[src/rtl/statmch_sum3.sv]
// statmch_sum3: start/ready sequencer that adds three consecutive samples of d.
// Optional build macro SUM3_SATURATE_EN selects saturating instead of wrap-around adds.
module statmch_sum3 #(
  parameter int WIDTH = 8
) (
  input  logic             clk,
  input  logic             reset,
  input  logic             start,
  input  logic [WIDTH-1:0] d,
  output logic             ready,
  output logic [WIDTH-1:0] sum
);

  typedef enum logic [2:0] {
    IDLE = 3'd0,
    S1   = 3'd1,
    S2   = 3'd2,
    S3   = 3'd3,
    DONE = 3'd4
  } state_t;

  state_t           state_r;
  logic [WIDTH-1:0] acc_r;

  // Saturation is sticky: once the accumulator is all-ones, adding stays all-ones.
  function automatic logic [WIDTH-1:0] add_f(input logic [WIDTH-1:0] a, input logic [WIDTH-1:0] b);
    logic [WIDTH:0] t;
    t = {1'b0, a} + {1'b0, b};
`ifdef SUM3_SATURATE_EN
    if (t[WIDTH]) begin
      return {WIDTH{1'b1}};
    end else begin
      return t[WIDTH-1:0];
    end
`else
    return t[WIDTH-1:0];
`endif
  endfunction

  // Sequencer: accept start, accumulate three operands, publish the result.
  always_ff @(posedge clk or posedge reset) begin
    if (reset) begin
      state_r <= IDLE;
      acc_r   <= {WIDTH{1'b0}};
      sum     <= {WIDTH{1'b0}};
      ready   <= 1'b0;
    end else begin
      case (state_r)
        IDLE: begin
          ready <= 1'b0;
          if (start) begin
            acc_r   <= {WIDTH{1'b0}};
            state_r <= S1;
          end else begin
            state_r <= IDLE;
          end
        end
        S1: begin
          acc_r   <= d;
          state_r <= S2;
        end
        S2: begin
          acc_r   <= add_f(acc_r, d);
          state_r <= S3;
        end
        S3: begin
          sum     <= add_f(acc_r, d);
          ready   <= 1'b1;
          state_r <= DONE;
        end
        DONE: begin
          if (start) begin
            ready   <= 1'b0;
            acc_r   <= {WIDTH{1'b0}};
            state_r <= S1;
          end else begin
            state_r <= DONE;
          end
        end
        default: begin
          ready   <= 1'b0;
          acc_r   <= {WIDTH{1'b0}};
          state_r <= IDLE;
        end
      endcase
    end
  end

endmodule

[config.mk]
export PLATFORM = sky130hd
export DESIGN_NAME = statmch_sum3
export DESIGN_NICKNAME = d
export VERILOG_FILES = /design/src/rtl/statmch_sum3.sv
export SDC_FILE = /design/constraint.sdc
export NUM_CORES = 1
export LEC_CHECK = 0
export ABC_CLOCK_PERIOD_IN_PS = 1800
export BUFFER_PORTS_ARGS = -buffer_cell sky130_fd_sc_hd__buf_2
export CORE_ASPECT_RATIO = 1.1
export CORE_UTILIZATION = 49
export CTS_CLUSTER_DIAMETER = 80
export DETAILED_ROUTE_END_ITERATION = 8
export GPL_ROUTABILITY_DRIVEN = 0
export HOLD_SLACK_MARGIN = 0.02
export PLACE_DENSITY = 0.86
export REMOVE_ABC_BUFFERS = 1
export SETUP_SLACK_MARGIN = 0.02
export SLEW_MARGIN = 20
export SYNTH_ARGS = -nofsm -noshare
export SYNTH_HDL_FRONTEND = slang
export SYNTH_SLANG_ARGS = --single-unit
[constraint.sdc]
create_clock -name clk -period 1.8 [get_ports clk]
set_input_delay 0.09 -clock clk [delete_from_list [all_inputs] [get_ports clk]]
set_output_delay 0.09 -clock clk [all_outputs]
set_load 0.05 [all_outputs]
### After elaboration in Yosys (flattened, before gate mapping)

Cells that the tools add are included.

* logic and storage cells: 25
* bits in registers: 20

* equal/unequal tests: 6
* reduce and logical (&&, ||, !) cells: 5
* add/subtract/negate cells: 1
* multiplexer cells: 7
* bitwise operators: 2

Operators by type and width (number)
* $pmux 8 s4: 1
* $pmux 3 s5: 1
* $add 8x8->8: 1
* $mux 8: 1
* $eq 3x2->1 const B: 2
* $reduce_and 2->1: 2
* $reduce_or 2->1: 2
* $eq 3x1->1 const B: 1
* $eq 3x3->1 const B: 1
* $logic_not 3->1: 1
* $mux 3: 1
* $pmux 1 s3: 1
* $mux 1: 2
* $ne 2x1->1 const B: 1
* $ne 2x2->1 const B: 1
* $not 1->1: 2

### Logic depth before layout (Yosys ltp)

Gate-level depths: netlist of run 1.

* depth after elaboration: 4
* mapped depth: 7
* mapped depth without buffers: 7

### Worst setup path before layout of run 1

OpenSTA, ideal clock, no wires.

* kind: register to register
* from: register acc_r[0]
* to: register sum[6]
* data arrival time: 1790 ps
* cell stages (with the launch flop): 8
* buffers on the path: 0
* setup slack: -114 ps
* period minus slack after synthesis: 1914 ps
* cells stage by stage: dfrtp_1 ha_1 fa_1 a21o_1 a221o_1 nor2_2 xor2_1 o21ai_1

* cells in the longest elaborated chain, start to end: 1

Ends and longest elaborated chain
* start: declaration: line 23 `logic [WIDTH-1:0] acc_r;`
* start signal: assignment: line 44 `acc_r <= {WIDTH{1'b0}};`
* start signal: assignment: line 52 `acc_r <= {WIDTH{1'b0}};`
* start signal: assignment: line 63 `acc_r <= add_f(acc_r, d);`
* $add 8x8->8: line 28 `t = {1'b0, a} + {1'b0, b};`
* end signal: assignment: line 45 `sum <= {WIDTH{1'b0}};`
* end signal: assignment: line 67 `sum <= add_f(acc_r, d);`
* end: declaration: line 11 `output logic [WIDTH-1:0] sum`

Every way passes these cells.
A chain may end at the register's enable or synchronous reset.

### Worst setup path after layout of run 1

Same ends and word-level chain as after synthesis.

==> results of run 1 <==
==> critical path, stage by stage (launching register included) <==
cell and delay, ps:
dfrtp_1 400, ha_2 190, fa_2 330, a21o_1 170
a221o_1 320, nor2_2 120, xor2_1 180, o21ai_1 80
==> stage by stage <==
stage	std cells	power [mW]
floorplan	110	2.02
global placement	162	2.36
detailed placement	162	2.43
CTS	169	2.85
global route	171	3.10
finish	171	2.91
==> synthesized netlist by cell type, drive strengths merged <==
cell type / number
a211oi: 1
a21o: 2
a21oi: 4
a221o: 2
a221oi: 1
a222oi: 2
a22oi: 3
a31oi: 1
and2: 1
and3: 2
buf: 2
clkbuf: 1
dfrtp: 20
fa: 1
ha: 7
inv: 4
maj3: 1
mux2: 2
mux2i: 3
nand2: 14
nand2b: 2
nor2: 6
nor2b: 2
nor3b: 1
o211ai: 1
o21ai: 16
o21bai: 2
or2: 1
or2b: 1
or3: 1
xnor2: 3
xor2: 3
==> layout by cell type, fill, tap and decap left out, drive strengths merged, types with 4 or more instances in the layout <==
master and instances:
nor2 6, o21ai 16, a21oi 4, ha 7, buf 28, inv 4
nand2 14, dfrtp 20
==> final timing paths <==
check	startpoint	to	slack (ps)	depth (start not counted)
max in group asynchronous	reset	acc_r[4]$_DFFE_PP0P_	890	3
min	d[0]	acc_r[0]$_DFFE_PP0P_	30	3
min reg2reg	sum[5]$_DFFE_PP0N_	sum[5]$_DFFE_PP0N_	480	2
min in group asynchronous	reset	sum[6]$_DFFE_PP0N_	440	3
max	acc_r[0]$_DFFE_PP0P_	sum[6]$_DFFE_PP0N_	-110	7
max reg2reg	acc_r[0]$_DFFE_PP0P_	sum[6]$_DFFE_PP0N_	-110	7
==> final cells by class <==
| class | count | area, µm² | area share (%) |
|---|---|---|---|
| Inverter | 4 | 15.0 | 1.06 |
| Clock buffer | 3 | 22.5 | 1.59 |
| Sequential cell | 20 | 500 | 35.3 |
| Tap cell | 28 | 35.0 | 2.47 |
| Multi-Input combinational cell | 86 | 641 | 45.2 |
| Clock inverter | 1 | 30.0 | 2.12 |
| Timing Repair Buffer | 29 | 173 | 12.2 |
==> flip-flops by register name (all words and copies together), names as in the netlist <==
| register | count |
|---|---|
| acc_r | 8 |
| sum | 8 |
| state_r | 3 |
| ready | 1 |
==> kinds of logic after synthesis <==
group           share of synthesized area (%)
simple gates                             14.0
flops                                    44.0
compound gates                           20.0
mux                                      4.62
fa+ha+maj                                10.3
xor+xnor                                 4.62
buf+inv                                  2.53
==> layer usage <==
layer | wire [µm] | part of all wire, % | up-vias
li1 | - | - | 467
met1 | 1060 | 42 | 470
met2 | 1270 | 51 | 28
met3 | 87 | 3.5 | 10
met4 | 84 | 3.4 | 0
met5 | 0 | 0 | -
==> power groups by stage <==
stage | clock (mW) | sequential [mW] | combinational (mW)
after detailed placement | 0 | 0.810 | 1.62
after CTS | 0.372 | 0.801 | 1.68
after global placement | 0 | 0.798 | 1.56
final | 0.367 | 0.812 | 1.73
after global routing | 0.390 | 0.839 | 1.87
after floorplan | 0 | 1.13 | 0.886
==> repair_timing <==
action | CTS | global route
pin swaps | 5 | 5
hold endpoints to repair | 20 | 0
hold buffers | 1 | 0
setup endpoints to repair | 4 | 6
buffers inserted | 2 | 2
resized for setup | 4 | 3
==> results by group, run 1 <==
Layout
  – Area Overhead vs Synth: 24.4%
  – Layout cells sized above 1: 32.2%
  – Post-route cell area: about 0.0014 mm²
  – Number of diodes: 0
  – Fin util: 67.3%
  – Final #Nets: 163
  – # fillers: 147

Outcome
  – Failing checks: setup timing
  – Status: finished, violations left

STA
  – Fmax: 0.524 GHz
  – Rel. slew slack: approximately half
  – Tcrit/Tclk final: 106%
  – Worst hold slack: between 20 and 30 ps
  – Setup violators final: 3
  – Final Skew: 3.07 ps
  – RSZ-0062 raised after global routing: true
  – Pins Over Slew Limit: 0
  – Setup TNS: -215 ps
  – Post-route minimum period: between 1500 and 2000 ps
  – Post-route setup slack: -108 ps
  – Final Hold Fails: 0
  – Worst-Margin Slew: 748 ps

Die
  – Die width: 48.0 µm
  – Rows: 17
  – Die area: 0.00252 mm²
  – Starting Density: 54.1%
  – IO Count: 20
  – Core area: between 0.002 and 0.0025 mm²
  – Die Height: 52.6 µm

Run
  – Max-cap violations: 0

Clock tree
  – Num CTS Buffers: 3
  – CTS tree: built
  – CTS root buf: clkbuf_4
  – CTS clock-pin slew for the worst setup and hold paths: between 100 and 150 ps
  – # H-tree levels: 1
  – Clock Path Buffers: 2
  – TritonCTS Sinks: 20
  – Clock Latency Late Sink: around 300 ps

Power
  – Sw power: 1.35 mW
  – Clk network pwr share: 12.6%
  – Peak supply drop: between 1000 and 1500 µV
  – Leak Pwr: 0.694 nW
  – Pint: 1.56 mW
  – Logic pwr share: 59.5%
  – Reg power frac: 27.9%
  – Sw frac: 46.4%
  – Power per cell area: ~2000 mW/mm²

Setup path
  – CP endpoint kind: register
  – Required time of the critical path: 2000 ps
  – Worst-path maximum fanout: 2
  – CP startpoint kind: register
  – Setup Crit Path Kind: register to register
  – Critical path arrival: ~2100 ps

Yosys
  – Post-synthesis sequential area ratio: between 40% and 50%
  – Syn Inst Count: approximately 110
  – Unique masters post-synth: 35
  – Synth area leaders: dfrtp_1, ha_1, o21ai_1
  – Post-synth top area cell: dfrtp_1
  – Synth top area share: about 44%
  – Post-Syn Area: 0.00114 mm²
  – Avg Inst Size Synth: 10.1 µm²
  – YS warnings: 0
  – Flops & latches, synth: 20

Detailed routing
  – Avg WL per Cell: 14.6 µm
  – 1st-pass router iterations: 4
  – WL final: between 2000 and 3000 µm
  – Vias per std cell: 5.70
  – Drt drc: 0
  – Post-route ant nets: 0
  – Initial DRC Count: 30
  – Total number of vias: 975

Global route
  – First-pass GRT wire length: 3930 µm
  – GRT busiest layer: met2
  – Grt met3 use: 3.45%
  – M1 GR Usage: 27.2%
  – GRT Residual Overflow: 0
  – Number of global-route vias before repair: roughly 960
  – M2 GR Usage: 36.7%
  – Antenna violations before repair: 0
  – Largest net degree at the start of global routing: 21
  – Total Routing Usage GR: a little under a quarter

Placed design
  – HPWL Detailed: 1740 µm
  – I/O Buffers: 19
  – Pre-CTS setup slack: -196 ps
  – Dpl cell area: 0.00129 mm²

Hold path
  – Min-delay worst type: primary input to register
No activity file was read; power rests on OpenSTA's default activity.
==> run 2, diff against run 1 <==
--- a/config.mk
+++ b/config.mk
@@ -8,13 +8,13 @@
 export ABC_CLOCK_PERIOD_IN_PS = 1800
 export BUFFER_PORTS_ARGS = -buffer_cell sky130_fd_sc_hd__buf_2
 export CORE_ASPECT_RATIO = 1.1
+export CORE_MARGIN = 2
 export CORE_UTILIZATION = 49
 export CTS_CLUSTER_DIAMETER = 80
 export DETAILED_ROUTE_END_ITERATION = 8
 export GPL_ROUTABILITY_DRIVEN = 0
 export HOLD_SLACK_MARGIN = 0.02
 export PLACE_DENSITY = 0.86
-export REMOVE_ABC_BUFFERS = 1
 export SETUP_SLACK_MARGIN = 0.02
 export SLEW_MARGIN = 20
 export SYNTH_ARGS = -nofsm -noshare
==> constraint.sdc (replaced) <==
create_clock -name clk -period 1.8 [get_ports clk]
set_input_delay 0.18 -clock clk [delete_from_list [all_inputs] [get_ports clk]]
set_output_delay 0.18 -clock clk [all_outputs]
set_load 0.05 [all_outputs]
==> results by group, run 2 (synthesis results as in run 1) <==
STA
  – Post-route minimum period: 1940 ps
  – Rel. slew slack: between 50% and 60%
  – Worst-Margin Slew: 748 ps
  – Setup TNS: -405 ps
  – Tcrit/Tclk final: 108%
  – Final Hold Fails: 0
  – Post-route setup slack: -143 ps
  – RSZ-0062 raised after global routing: true
  – Setup violators final: 5
  – Worst hold slack: around 110 ps
  – Final Skew: 3.58 ps
  – Fmax: between 0.5 and 0.6 GHz
  – Pins Over Slew Limit: 0

Setup path
  – CP startpoint kind: register
  – Worst-path maximum fanout: 2
  – CP endpoint kind: register
  – Critical path arrival: 2150 ps
  – Setup Crit Path Kind: register to register
  – Required time of the critical path: around 2000 ps

Hold path
  – Min-delay worst type: primary input to register

Clock tree
  – # H-tree levels: 1
  – Clock Path Buffers: 2
  – CTS tree: built
  – CTS clock-pin slew for the worst setup and hold paths: 120 ps
  – Num CTS Buffers: 3
  – Clock Latency Late Sink: between 300 and 400 ps
  – CTS root buf: clkbuf_4
  – TritonCTS Sinks: 20

Layout
  – Most common library cell in the layout ignoring fill and taps: dfrtp_1
  – Largest regs: acc_r (8), sum (8), state_r (3)
  – # fillers: between 150 and 200
  – Final #Nets: between 150 and 200
  – Fin cells: 172
  – Fin util: 63.1%
  – Number of diodes: 0
  – Area Overhead vs Synth: 23.5%
  – Post-route cell area: around 0.0014 mm²
  – Leading cell types in the layout, fill and taps excluded: dfrtp_1, buf_2, o21ai_1
  – Layout cells sized above 1: 31.0%

Power
  – Pint: 1.46 mW
  – Leak Pwr: 0.690 nW
  – Power per cell area: 2000 mW/mm²
  – Logic pwr share: 61.8%
  – Peak supply drop: 1060 µV
  – Sw power: 1.36 mW
  – Sw frac: 48.1%
  – Power Total: approximately 2.8 mW
  – Clk network pwr share: 9.6%
  – Reg power frac: between 20% and 30%

Global route
  – Number of global-route vias before repair: 955
  – First-pass GRT wire length: 4180 µm
  – Largest net degree at the start of global routing: 21
  – Antenna violations before repair: 0
  – Total Routing Usage GR: 21.3%
  – GRT Residual Overflow: 0

Detailed routing
  – Avg WL per Cell: around 14 µm
  – Vias per std cell: about 5.6
  – Total number of vias: between 900 and 1k
  – Initial DRC Count: 20
  – Post-route ant nets: 0
  – Drt drc: 0
  – WL final: between 2000 and 2500 µm
  – 1st-pass router iterations: 5

Die
  – IO Count: 20
  – Die area: 0.00273 mm²
  – Die width: 50.0 µm
  – Core area: 0.00223 mm²
  – Starting Density: 51.1%
  – Die Height: 54.6 µm
  – Rows: 18

Run
  – Max-cap violations: 0

Yosys
  – Syn_nets: 132

Placed design
  – Placed Cells: 163
  – Pre-CTS setup slack: -118 ps
  – I/O Buffers: 19
  – HPWL Detailed: 1780 µm
  – Dpl cell area: 0.00129 mm²

Outcome
  – Status: finished, violations left
  – Failing checks: setup timing
[run 2: cell type report]
cell class | count | area (µm²) | share of cell area (%)
multi-input combinational | 86 | 652 | 46.4
timing repair buffer | 28 | 165 | 11.7
sequential | 20 | 500 | 35.6
inverter | 4 | 15.0 | 1.07
clock buffer | 4 | 36.3 | 2.58
tap | 30 | 37.5 | 2.67
[run 2: repair_timing]
action | 4_1_cts | 5_1_grt
buffers inserted | 1 | 3
gates resized for setup | 1 | 4
hold endpoints to repair | 20 | 0
hold buffers | 1 | 0
endpoints found under the setup margin | 2 | 6
[run 2: final timing paths]
check / startpoint / cells past startpoint / slack, ps / to
setup / recovery: acc_r[0]$_DFFE_PP0P_ / 7 / -140 / sum[6]$_DFFE_PP0N_
hold / removal: d[0] / 3 / 110 / acc_r[0]$_DFFE_PP0P_
setup reg to reg: acc_r[0]$_DFFE_PP0P_ / 7 / -140 / sum[6]$_DFFE_PP0N_
hold reg to reg: sum[5]$_DFFE_PP0N_ / 2 / 490 / sum[5]$_DFFE_PP0N_
max in group asynchronous: reset / 3 / 810 / acc_r[3]$_DFFE_PP0P_
min in group asynchronous: reset / 3 / 520 / state_r[0]$_DFF_PP0_
[run 2: power by group through the flow]
stage	clock network (mW)	logic, mW	registers, mW
finish	0.270	1.74	0.808
global route	0.294	1.90	0.839
CTS	0.272	1.64	0.811
detailed placement	0	1.60	0.820
global placement	0	1.55	0.800
floorplan	0	0.931	1.12
[run 2: worst max-delay path: stages (launching register included)]
cell	delay (ps)
dfrtp_1	400
ha_2	190
fa_2	340
a21o_1	210
a221o_1	330
nor2_2	140
xor2_1	150
o21ai_1	70
[run 2: layer usage]
layer | wire length [µm] | global-route usage, %
met3 | 84 | 3.55
met4 | 44 | 10.6
met5 | 0 | 0
met1 | 1140 | 25.4
met2 | 1220 | 37.8
==> run 3, diff against run 2 <==
--- a/config.mk
+++ b/config.mk
@@ -5,10 +5,11 @@
 export SDC_FILE = /design/constraint.sdc
 export NUM_CORES = 1
 export LEC_CHECK = 0
+export ABC_AREA = 1
 export ABC_CLOCK_PERIOD_IN_PS = 1800
 export BUFFER_PORTS_ARGS = -buffer_cell sky130_fd_sc_hd__buf_2
 export CORE_ASPECT_RATIO = 1.1
-export CORE_MARGIN = 2
+export CORE_MARGIN = 10
 export CORE_UTILIZATION = 49
 export CTS_CLUSTER_DIAMETER = 80
 export DETAILED_ROUTE_END_ITERATION = 8
==> results by group, run 3 <==
Detailed routing
  – Initial DRC Count: 52
  – Vias per std cell: 5.38
  – Total number of vias: 1,043
  – Post-route ant nets: 0
  – 1st-pass router iterations: 4
  – Avg WL per Cell: about 14 µm
  – Drt drc: 0
  – WL final: roughly 2700 µm

Yosys
  – Post-synthesis sequential area ratio: 41.4%
  – Unique masters post-synth: 26
  – Syn_nets: 162
  – Most frequent cell after synthesis: nand2_1
  – Post-Syn Area: 0.00121 mm²
  – Asr flop ratio synth: 100%
  – Post-synth top area cell: dfrtp_1
  – Post-synth top flop: dfrtp_1
  – Mux contribution to synthesized area: 0%
  – Largest family of logic cells by synthesized area: simple AND/OR/NAND/NOR gates
  – Synth area leaders: dfrtp_1, nand2_1, ha_1
  – Xor/xnor share of the synthesized area: 2.17%
  – Flops & latches, synth: 20
  – YS warnings: 0
  – Simple-gate share of the synthesized area: 33.1%
  – Adder-Cell Fraction of Synth Area: 8.90%
  – Avg Inst Size Synth: between 8 and 9 µm²
  – Most common library cells after synthesis: nand2_1, dfrtp_1, nand3_1
  – Synth Area in Compound Gates: 7.56%
  – Syn Inst Count: 143
  – EDFF count, synth: 0
  – Synth top area share: 41.4%

Setup path
  – R2R setup slack: between 100 and 150 ps
  – CP startpoint kind: register
  – CP Depth: 8
  – CP endpoint kind: register
  – Slowest stage cell, crit path: dfrtp_1
  – CP delay by family, top: adder cells
  – Required time of the critical path: approximately 2000 ps
  – Crit path from: acc_r[0]$_DFFE_PP0P_
  – Critical Path Sink: acc_r[6]$_DFFE_PP0P_
  – Worst-path maximum fanout: 3
  – Setup Crit Path Kind: register to register
  – Crit path largest cell delay: 400 ps
  – CP bufs+invs: 0
  – FF-to-FF Start: acc_r[0]$_DFFE_PP0P_
  – Most common cell on crit path: nand3_2
  – Worst-path cell chain: ha_1 > fa_1 > nand2_1 > nand2_2 > nand3b_4 > nand3b_2 > nand3_2 > nand3_2
  – Worst reg2reg path depth: 8
  – Reg2reg end: acc_r[6]$_DFFE_PP0P_
  – Critical path arrival: 1890 ps

Global route
  – Total Routing Usage GR: 11.7%
  – First-pass GRT wire length: 4520 µm
  – GRT Residual Overflow: 0
  – Largest net degree at the start of global routing: 21
  – Antenna violations before repair: 0
  – Number of global-route vias before repair: 1,090

STA
  – Post-route minimum period: 1690 ps
  – Rel. slew slack: around half
  – Final Skew: 0.767 ps
  – Pins Over Slew Limit: 0
  – Fmax: 0.592 GHz
  – Setup TNS: 0 ps
  – Worst hold slack: -9.13 ps
  – Final Hold Fails: 20
  – RSZ-0062 raised after global routing: false
  – Tcrit/Tclk final: 93.9%
  – Setup violators final: 0
  – Worst-Margin Slew: about 760 ps
  – Post-route setup slack: 109 ps

Layout
  – Layout cells sized above 1: 27.4%
  – Most common library cell in the layout ignoring fill and taps: nand2_1
  – Final #Nets: 185
  – Area Overhead vs Synth: 11.9%
  – Largest regs: acc_r (8), sum (8), state_r (3)
  – # fillers: 209
  – Number of diodes: 0
  – Fin util: 58.9%
  – Leading cell types in the layout, fill and taps excluded: nand2_1, dfrtp_1, buf_2

Placed design
  – I/O Buffers: 19
  – Pre-CTS setup slack: about 150 ps
  – HPWL Detailed: 2030 µm

Clock tree
  – # H-tree levels: 1
  – Cts hold-fix bufs: 0
  – CTS tree: built
  – Number of setup buffers added after CTS: 0
  – TritonCTS Sinks: 20
  – Clock Latency Late Sink: 300 ps
  – CTS clock-pin slew for the worst setup and hold paths: 110 ps
  – Num CTS Buffers: 3
  – Cts repair resizes: 0
  – Clock Path Buffers: 2
  – CTS root buf: clkbuf_4

Die
  – Die area: between 0.004 and 0.005 mm²
  – Core area: 0.00230 mm²
  – Rows: 18
  – Die Height: approximately 72 µm
  – Starting Density: 52.6%
  – IO Count: 20
  – Die width: 67.4 µm

Power
  – Power per cell area: 1930 mW/mm²
  – Leak Pwr: 0.778 nW
  – Logic pwr share: 61.3%
  – Pint: 1.23 mW
  – Sw power: 1.38 mW
  – Peak supply drop: 1290 µV
  – Clk network pwr share: 8.2%
  – Reg power frac: between 30% and 40%
  – Sw frac: 52.9%

Run
  – Max-cap violations: 0

Outcome
  – Status: finished, violations left
  – Failing checks: hold timing

Hold path
  – Min-delay worst type: primary input to async pin
-- run 3: cell families after synthesis --
kind of cell    count (synthesis)
compound gates                 11
fa+ha+maj                       8
xor+xnor                        3
flops                          20
buf+inv                        20
simple gates                   81
-- run 3: power groups by stage --
stage	clock, mW	sequential [mW]	combinational [mW]
detailed placement	0	0.801	1.60
finish	0.214	0.798	1.60
global route	0.240	0.823	1.77
floorplan	0	1.14	0.927
global placement	0	0.791	1.54
CTS	0.214	0.795	1.61
-- run 3: layout make-up --
cell class	count	area, µm²	share of cell area, %
timing repair buffer	19	95.1	7.03
clock buffer	3	22.5	1.67
multi-input combinational	103	626	46.3
sequential	20	500	37.0
tap	30	37.5	2.78
inverter	19	71.3	5.27
-- run 3: how the worst min path moves through the flow --
stage / endpoint / slack (ps) / cells after the start
2_1_floorplan: acc_r[0]$_DFFE_PP0P_ / 140 / 1
3_3_place_gp: sum[7]$_DFFE_PP0N_ / 340 / 2
3_5_place_dp: ready$_DFFE_PP0P_ / 350 / 2
4_1_cts: sum[7]$_DFFE_PP0N_ / 20 / 2
5_1_grt: state_r[1]$_DFF_PP0_ / 40 / 2
6_report: sum[7]$_DFFE_PP0N_ / -9 / 2
-- run 3: metal layers --
metal / global-route usage (%) / wire length, µm / vias to the layer above / share of wire (%)
li1: - / - / 501 / -
met1: 12.2 / 1060 / 481 / 40
met2: 20.6 / 1320 / 45 / 50
met3: 2.92 / 180 / 16 / 6.7
met4: 6.39 / 106 / 0 / 4.0
met5: 0 / 0 / - / 0
-- run 3: through the flow --
stage	hold WS [ps]	std cells	cell area (µm²)	total power, mW
2_1_floorplan	144	143	1210	2.06
3_3_place_gp	344	191	1330	2.33
3_5_place_dp	353	191	1330	2.40
4_1_cts	24.7	194	1350	2.62
5_1_grt	44.5	194	1350	2.83
6_report	-9.13	194	1350	2.61
